File: src/rtl/id_ex_stage.sv
`default_nettype none
// ============================================================================
//  Module   : id_ex_stage
//  Purpose  : ID/EX pipeline register for a 5-stage MIPS-style core.
//             Captures decoded instruction fields and the ALU control code,
//             detects load-use hazards against the instruction held in EX,
//             inserts bubbles on flush/stall/invalid slots, and forwards
//             EX/MEM and MEM/WB results onto the ALU operands.
//  Ports    : clk, rst (async, active-high)
//             id_*            decode-stage instruction fields (in)
//             flush           squash the instruction entering EX (in)
//             exmem_*/memwb_* forwarding sources (in)
//             stall_id        load-use stall to PC and IF/ID (out, comb)
//             ex_a, ex_b      ALU operands after forwarding (out)
//             ex_ctl, ex_shamt, ex_store_data, ex_wr_reg, ex_ctrl,
//             ex_valid        EX-stage instruction fields (out)
//  Revision : 1.0  initial release
// ============================================================================
module id_ex_stage (
    input  logic        clk,
    input  logic        rst,
    input  logic        id_valid,
    input  logic [31:0] id_rs_data,
    input  logic [31:0] id_rt_data,
    input  logic [31:0] id_imm,
    input  logic [4:0]  id_rs,
    input  logic [4:0]  id_rt,
    input  logic [4:0]  id_rd,
    input  logic [4:0]  id_shamt,
    input  logic [5:0]  id_funct,
    input  logic [1:0]  id_alu_op,
    input  logic        id_alu_src,
    input  logic        id_reg_dst,
    input  logic [3:0]  id_ctrl,
    input  logic        flush,
    input  logic        exmem_reg_write,
    input  logic [4:0]  exmem_rd,
    input  logic [31:0] exmem_result,
    input  logic        memwb_reg_write,
    input  logic [4:0]  memwb_rd,
    input  logic [31:0] memwb_result,
    output logic        stall_id,
    output logic [31:0] ex_a,
    output logic [31:0] ex_b,
    output logic [2:0]  ex_ctl,
    output logic [4:0]  ex_shamt,
    output logic [31:0] ex_store_data,
    output logic [4:0]  ex_wr_reg,
    output logic [3:0]  ex_ctrl,
    output logic        ex_valid
);

    // ALU control encodings
    localparam logic [2:0] c_ALU_AND = 3'b000;
    localparam logic [2:0] c_ALU_OR  = 3'b001;
    localparam logic [2:0] c_ALU_ADD = 3'b010;
    localparam logic [2:0] c_ALU_SLL = 3'b011;
    localparam logic [2:0] c_ALU_SUB = 3'b110;
    localparam logic [2:0] c_ALU_SLT = 3'b111;

    // Bit position of mem_read inside the {reg_write, mem_read, mem_write, mem_to_reg} bundle
    localparam int c_MEM_READ_BIT = 2;

    logic [2:0]  w_alu_ctl;
    logic        w_stall;
    logic        w_bubble;

    logic        r_valid;
    logic [3:0]  r_ctrl;
    logic [4:0]  r_wr_reg;
    logic [2:0]  r_ctl;
    logic [4:0]  r_shamt;
    logic [4:0]  r_rs;
    logic [4:0]  r_rt;
    logic [31:0] r_rs_data;
    logic [31:0] r_rt_data;
    logic [31:0] r_imm;
    logic        r_alu_src;

    logic [31:0] w_fwd_rs;
    logic [31:0] w_fwd_rt;

    // ------------------------------------------------------------------
    // ALU control decode from alu_op / funct
    // ------------------------------------------------------------------
    always_comb begin
        w_alu_ctl = c_ALU_ADD;
        case (id_alu_op)
            2'b00: w_alu_ctl = c_ALU_ADD;
            2'b01: w_alu_ctl = c_ALU_SUB;
            2'b11: w_alu_ctl = c_ALU_OR;
            2'b10: begin
                case (id_funct)
                    6'b100000: w_alu_ctl = c_ALU_ADD;
                    6'b100010: w_alu_ctl = c_ALU_SUB;
                    6'b100100: w_alu_ctl = c_ALU_AND;
                    6'b100101: w_alu_ctl = c_ALU_OR;
                    6'b101010: w_alu_ctl = c_ALU_SLT;
                    6'b000000: w_alu_ctl = c_ALU_SLL;
                    default:   w_alu_ctl = c_ALU_ADD;
                endcase
            end
            default: w_alu_ctl = c_ALU_ADD;
        endcase
    end

    // ------------------------------------------------------------------
    // Load-use hazard: a load in EX whose destination is read by ID.
    // r_valid is cleared asynchronously, so this is 0 while rst is high.
    // ------------------------------------------------------------------
    always_comb begin
        w_stall = r_valid & r_ctrl[c_MEM_READ_BIT] & (r_wr_reg != 5'd0) & id_valid &
                  ((r_wr_reg == id_rs) | (r_wr_reg == id_rt));
    end

    // Flush, stall and an empty decode slot all collapse into one bubble.
    assign w_bubble = flush | w_stall | ~id_valid;
    assign stall_id = w_stall;

    // ------------------------------------------------------------------
    // Stage register
    // ------------------------------------------------------------------
    always_ff @(posedge clk or posedge rst) begin
        if (rst) begin
            r_valid   <= 1'b0;
            r_ctrl    <= 4'd0;
            r_wr_reg  <= 5'd0;
            r_ctl     <= 3'd0;
            r_shamt   <= 5'd0;
            r_rs      <= 5'd0;
            r_rt      <= 5'd0;
            r_rs_data <= 32'd0;
            r_rt_data <= 32'd0;
            r_imm     <= 32'd0;
            r_alu_src <= 1'b0;
        end else begin
            // Data fields load unconditionally; only the control that can
            // change architectural state is zeroed for a bubble.
            r_ctl     <= w_alu_ctl;
            r_shamt   <= id_shamt;
            r_rs      <= id_rs;
            r_rt      <= id_rt;
            r_rs_data <= id_rs_data;
            r_rt_data <= id_rt_data;
            r_imm     <= id_imm;
            r_alu_src <= id_alu_src;
            if (w_bubble) begin
                r_valid  <= 1'b0;
                r_ctrl   <= 4'd0;
                r_wr_reg <= 5'd0;
            end else begin
                r_valid  <= 1'b1;
                r_ctrl   <= id_ctrl;
                r_wr_reg <= id_reg_dst ? id_rd : id_rt;
            end
        end
    end

    // ------------------------------------------------------------------
    // Forwarding muxes, combinational after the register so that the
    // current-cycle EX/MEM and MEM/WB values are used. EX/MEM is newer
    // and therefore wins; register 0 never matches.
    // ------------------------------------------------------------------
    always_comb begin
        w_fwd_rs = r_rs_data;
        if (exmem_reg_write && (exmem_rd != 5'd0) && (exmem_rd == r_rs))
            w_fwd_rs = exmem_result;
        else if (memwb_reg_write && (memwb_rd != 5'd0) && (memwb_rd == r_rs))
            w_fwd_rs = memwb_result;
    end

    always_comb begin
        w_fwd_rt = r_rt_data;
        if (exmem_reg_write && (exmem_rd != 5'd0) && (exmem_rd == r_rt))
            w_fwd_rt = exmem_result;
        else if (memwb_reg_write && (memwb_rd != 5'd0) && (memwb_rd == r_rt))
            w_fwd_rt = memwb_result;
    end

    assign ex_a          = w_fwd_rs;
    assign ex_b          = r_alu_src ? r_imm : w_fwd_rt;
    assign ex_store_data = w_fwd_rt;
    assign ex_ctl        = r_ctl;
    assign ex_shamt      = r_shamt;
    assign ex_wr_reg     = r_wr_reg;
    assign ex_ctrl       = r_ctrl;
    assign ex_valid      = r_valid;

endmodule
`default_nettype wire

File: config.mk
export PLATFORM = sky130hd
export DESIGN_NAME = id_ex_stage
export DESIGN_NICKNAME = d
export VERILOG_FILES = /design/src/rtl/id_ex_stage.sv
export SDC_FILE = /design/constraint.sdc
export NUM_CORES = 1
export LEC_CHECK = 0
export BUFFER_PORTS_ARGS = -buffer_cell sky130_fd_sc_hd__buf_2
export CORE_AREA = 2 2 125 127
export CTS_CLUSTER_DIAMETER = 150
export CTS_CLUSTER_SIZE = 25
export DETAILED_ROUTE_END_ITERATION = 10
export DIE_AREA = 0 0 127 129
export PLACE_DENSITY = 0.75
export SKIP_LAST_GASP = 1
export SYNTH_ARGS = -nofsm -noshare
export SYNTH_HDL_FRONTEND = slang
export SYNTH_SLANG_ARGS = --single-unit
File: constraint.sdc
create_clock -name clk -period 4.43 [get_ports clk]
set_clock_uncertainty 0.1 [all_clocks]
set_input_delay 0.6645 -clock clk [delete_from_list [all_inputs] [get_ports clk]]
set_output_delay 0.6645 -clock clk [all_outputs]
set_load 0.02 [all_outputs]
== Word-level counts from Yosys, hierarchy flattened ==
Cells that the tools add are included.
Storage, ports and cells
  memories: 0
  ROM bits: 0
  bits in writable memories: 0
  register bits: 125
  output and inout port bits: 115
  latch bits: 0
  input bits: 210
Operators by class
  equality and inequality tests: 13
  bitwise operators: 8
  $lt $le $gt $ge: 0
  multipliers: 0
  mux-type cells: 11
  shifts and indexed selects: 0
  divide/modulo/power cells: 0
  reduce and logical (&&, ||, !) cells: 11
  add/subtract/negate cells: 0
Operators by type and width (number)
  2-to-1 mux 32 bit: 5
  equality test 5 bit: 6
  equality test 6 bit (second input constant): 4
  one-hot mux 3 bit (5 select lines): 1
  nonzero test 5 bit: 3
  one-hot mux 3 bit (4 select lines): 1
  2-to-1 mux 5 bit: 2
  logical AND 1 bit: 6
  zero test 6 bit: 1
  AND 1 bit: 4
  equality test 2 bit (second input constant): 2
  2-to-1 mux 4 bit: 1
  bitwise OR 1 bit: 3
  equality test 2 x 1 -> 1 bit (second input constant): 1
  zero test 2 bit: 1
  2-to-1 mux 1 bit: 1
  inverter 1 bit: 1

== Longest topological paths before layout ==
  word-level depth: 7
  mapped depth: 7
  gate-level depth less buffers: 5

== Least setup slack after synthesis ==
Ideal clock, no wire load.
  kind: input to output
  start point: in exmem_rd[1]
  end point: out ex_b[25]
  arrival time: 2.367 ns
  buffers on the path: 1
  stages on the path: 6
  slack: 1.298 ns
  required time: 3.665 ns
  cell sequence: or4_1 > o21a_1 > nand3_1 > clkbuf_1 > nor2_1 > o31ai_1
Between the ends
  cells in the longest elaborated chain, start to end: 5
Ends and longest elaborated chain
  start: declaration: RTL line 37  | input logic [4:0] exmem_rd,
  nonzero test 5 bit: RTL line 174  | if (exmem_reg_write && (exmem_rd != 5'd0) && (exmem_rd == r_rt))
  logical AND 1 bit: RTL line 174
  logical AND 1 bit *: RTL line 174
  2-to-1 mux 32 bit *: RTL line 174
  2-to-1 mux 32 bit *: RTL line 181  | assign ex_b = r_alu_src ? r_imm : w_fwd_rt;
  end: declaration: RTL line 44  | output logic [31:0] ex_b,
Mark *: on every way between the ends. The rest lies on a longest branch, timed or not.

== Worst setup path in the final report ==
  start point: in exmem_rd[1]
  end point: out ex_b[31]
Same word-level chain as after synthesis.

==> metrics.csv <==
metric,value,unit
share of the yosys chip area belonging to registers,52.8,%
first-pass GRT wire length,27.5,mm
slack of the critical path,0.808,ns
Core ar.,15000,µm²
Max VDD drop,0.241,mV
Storage cell area,3130,µm²
r2r worst-path depth,5,
Row Count,45,
critical path startpoint category,primary input,
maximum number of pins on one net before global-route repair,69,
fin area,8250,µm²
wire per inst,17.5,µm
P_leak,0.00419,µW
worst hold slack,0.256,ns
Reg power frac,38.5,%
Clock Power Share,46.0,%
n_diodes,0,
root buffer cell,clkbuf_16,
final wirelength,18.3,mm
most frequent cells in the layout,"324 x buf_2, 124 x dfrtp_1, 63 x mux2i_1",
Fillers,1359,
"Cell Area, Placed",7610,µm²
Sink Count,125,
sw power,835,µW
Ports,325,
Critical Path Sink Type,output port,
total track usage,22.2,%
Final Cycle Share,81.8,%
Pwr per Cell Area,387,nW/µm²
RSZ-0062 raised after global routing,false,
Final Wtd Congestion,0.898,
Worst Path Arrival,2.86,ns
ys flop type,dfrtp_1,
TritonCTS Buffers,17,
biggest regs,"r_imm (32), r_rs_data (32), r_rt_data (32)",
critical path's most frequent cell,buf_2,
initial antenna violation count,0,
max-slew violations,0,
number of flops mapped to enable cells by yosys,0,
Cells after Synth,534,
Nets,1058,
slowest library cell on the worst path,nor2_8,
PostCTS Resize Cnt,0,
pre-CTS setup slack,0.806,ns
H-tree depth,4,
layout cells sized above 1,45.9,%
clock latency on the worst-skew pair,0.41,ns
clock-pin slew on the worst setup and hold paths,0.06,ns
GRT overflow,0,
worst min path class,in2reg,
average cell area after synthesis,11.1,µm²
die area,16400,µm²
Max clock buf depth,2,
"commonest non-fill, non-tap cell in the layout",buf_2,
initial drt markers,247,
Syn Nets,744,
Final ANT Viol Nets,0,
Post-synth ARST share,100,%
Cell variety after synth,42,
largest fanout on the critical path,26,
Post-Syn Area,5930,µm²
Worst-Margin Slew,1.05,ns
CP required,3.67,ns
"Cell Chain, Critical Path","buf_2, or4_1, o21a_1, and3_1, nor2_8, a221oi_2, buf_2",
Port Buffer Count,324,
die height,129,µm
Seq cells post-synth,125,
"Hold Vio Cnt, Final",0,
final setup violating endpoints,0,
switching share of power,26.2,%
HPWL after DPL,13.9,mm
Die X,127,µm
starting density of the core,39.6,%
"slowest stage delay, CP",0.62,ns
FMAX,0.276,GHz
outcome,completed,
Post-CTS Setup Bufs,0,
Max Cap Viol,0,
Synth warnings,0,
"Core Util, Final",55.1,%
Slew Limit Headroom,29.9,%
Hold Path Stages,1,
residual DRC count,0,
vias in the first global route,5307,
Via Count,5301,
WS Path Type,in2out,
Comb pwr share,15.5,%
# hold bufs at CTS,0,
area of the multi-input gates,2440,µm²
vias per cell,5.05,
area growth from synthesis to layout,39.1,%
Pre-antenna DRT Iters,6,
crit path time final,3.62,ns
Internal Pwr Total,2360,µW
CTS tree,yes,
Setup TNS Final,0,ns
[cell families (layout without fill, tap and decap cells)]
logic type             Yosys count  count (layout)  synth area share [%]
AO/OA/AOI/OAI                  105             105                  14.4
XOR/XNOR                        30              30                  4.43
buffers and inverters           66             393                  6.23
flip-flops                     125             125                  52.8
multiplexers                    63              63                  10.6
AND/OR/NAND/NOR                145             145                  11.5
[stage by stage]
step | power (µW) | std cells
2_1_floorplan | 1520 | 534
3_3_place_gp | 1740 | 1017
3_5_place_dp | 1740 | 1017
4_1_cts | 3230 | 1049
5_1_grt | 3320 | 1049
6_report | 3190 | 1049
[path summary, 6_finish.rpt]
check	from	to	slack (ns)
max	exmem_rd[1]	ex_b[31]	0.81
min	id_rt_data[6]	r_rt_data[6]$_DFF_PP0_	0.26
max reg2reg	ex_wr_reg[0]$_DFF_PP0_	ex_wr_reg[4]$_DFF_PP0_	2.51
min reg2reg	ex_valid$_DFF_PP0_	ex_valid$_DFF_PP0_	0.75
max in group asynchronous	rst	r_imm[29]$_DFF_PP0_	3.14
min in group asynchronous	rst	r_imm[31]$_DFF_PP0_	0.27
[critical path: cells and delay by family]
kind	cells	cell delay (ns)
AOI/OAI and AO/OA	2	0.37
buffers and inverters	2	0.33
and+or+nand+nor	3	1.46
[per-layer routing]
layer	wire length, µm	part of all wire, %	global-route usage (%)
met2	9520	52	38.9
met1	6880	38	25.1
met5	0	0	0
met3	1560	8.5	7.36
met4	358	2.0	9.05
[power groups by stage]
stage | Clock [µW] | Sequential [µW] | Combinational [µW]
4_1_cts | 1500 | 1230 | 498
3_5_place_dp | 0 | 1250 | 495
3_3_place_gp | 0 | 1250 | 490
2_1_floorplan | 0 | 1250 | 270
6_report | 1470 | 1230 | 495
5_1_grt | 1550 | 1230 | 537
[synthesized netlist by cell type, drive strengths merged (2+ instances only)]
| cell | n | share of area (%) |
|---|---|---|
| or4 | 3 | 0.38 |
| nor2 | 53 | 3.6 |
| xor2 | 26 | 3.8 |
| a221oi | 32 | 7.5 |
| xnor2 | 4 | 0.59 |
| o31ai | 6 | 0.76 |
| and3 | 7 | 0.74 |
| nor3 | 33 | 2.9 |
| inv | 32 | 2.0 |
| nand3 | 3 | 0.46 |
| and4 | 2 | 0.34 |
| o21a | 2 | 0.38 |
| nand2 | 38 | 2.4 |
| o21ai | 34 | 2.9 |
| a21oi | 26 | 2.2 |
| buf | 19 | 3.3 |
| mux2i | 63 | 11 |
| clkbuf | 15 | 0.95 |
| dfrtp | 125 | 53 |
[layout make-up]
cell class / instances / area share (%)
clock buffer: 19 / 5.37
clock inverter: 13 / 2.28
inverter: 32 / 1.49
multi-input combinational: 343 / 29.6
sequential: 125 / 38.0
tap: 188 / 2.85
timing repair buffer: 329 / 20.4
Note: power is estimated with default switching activity, not from simulation.
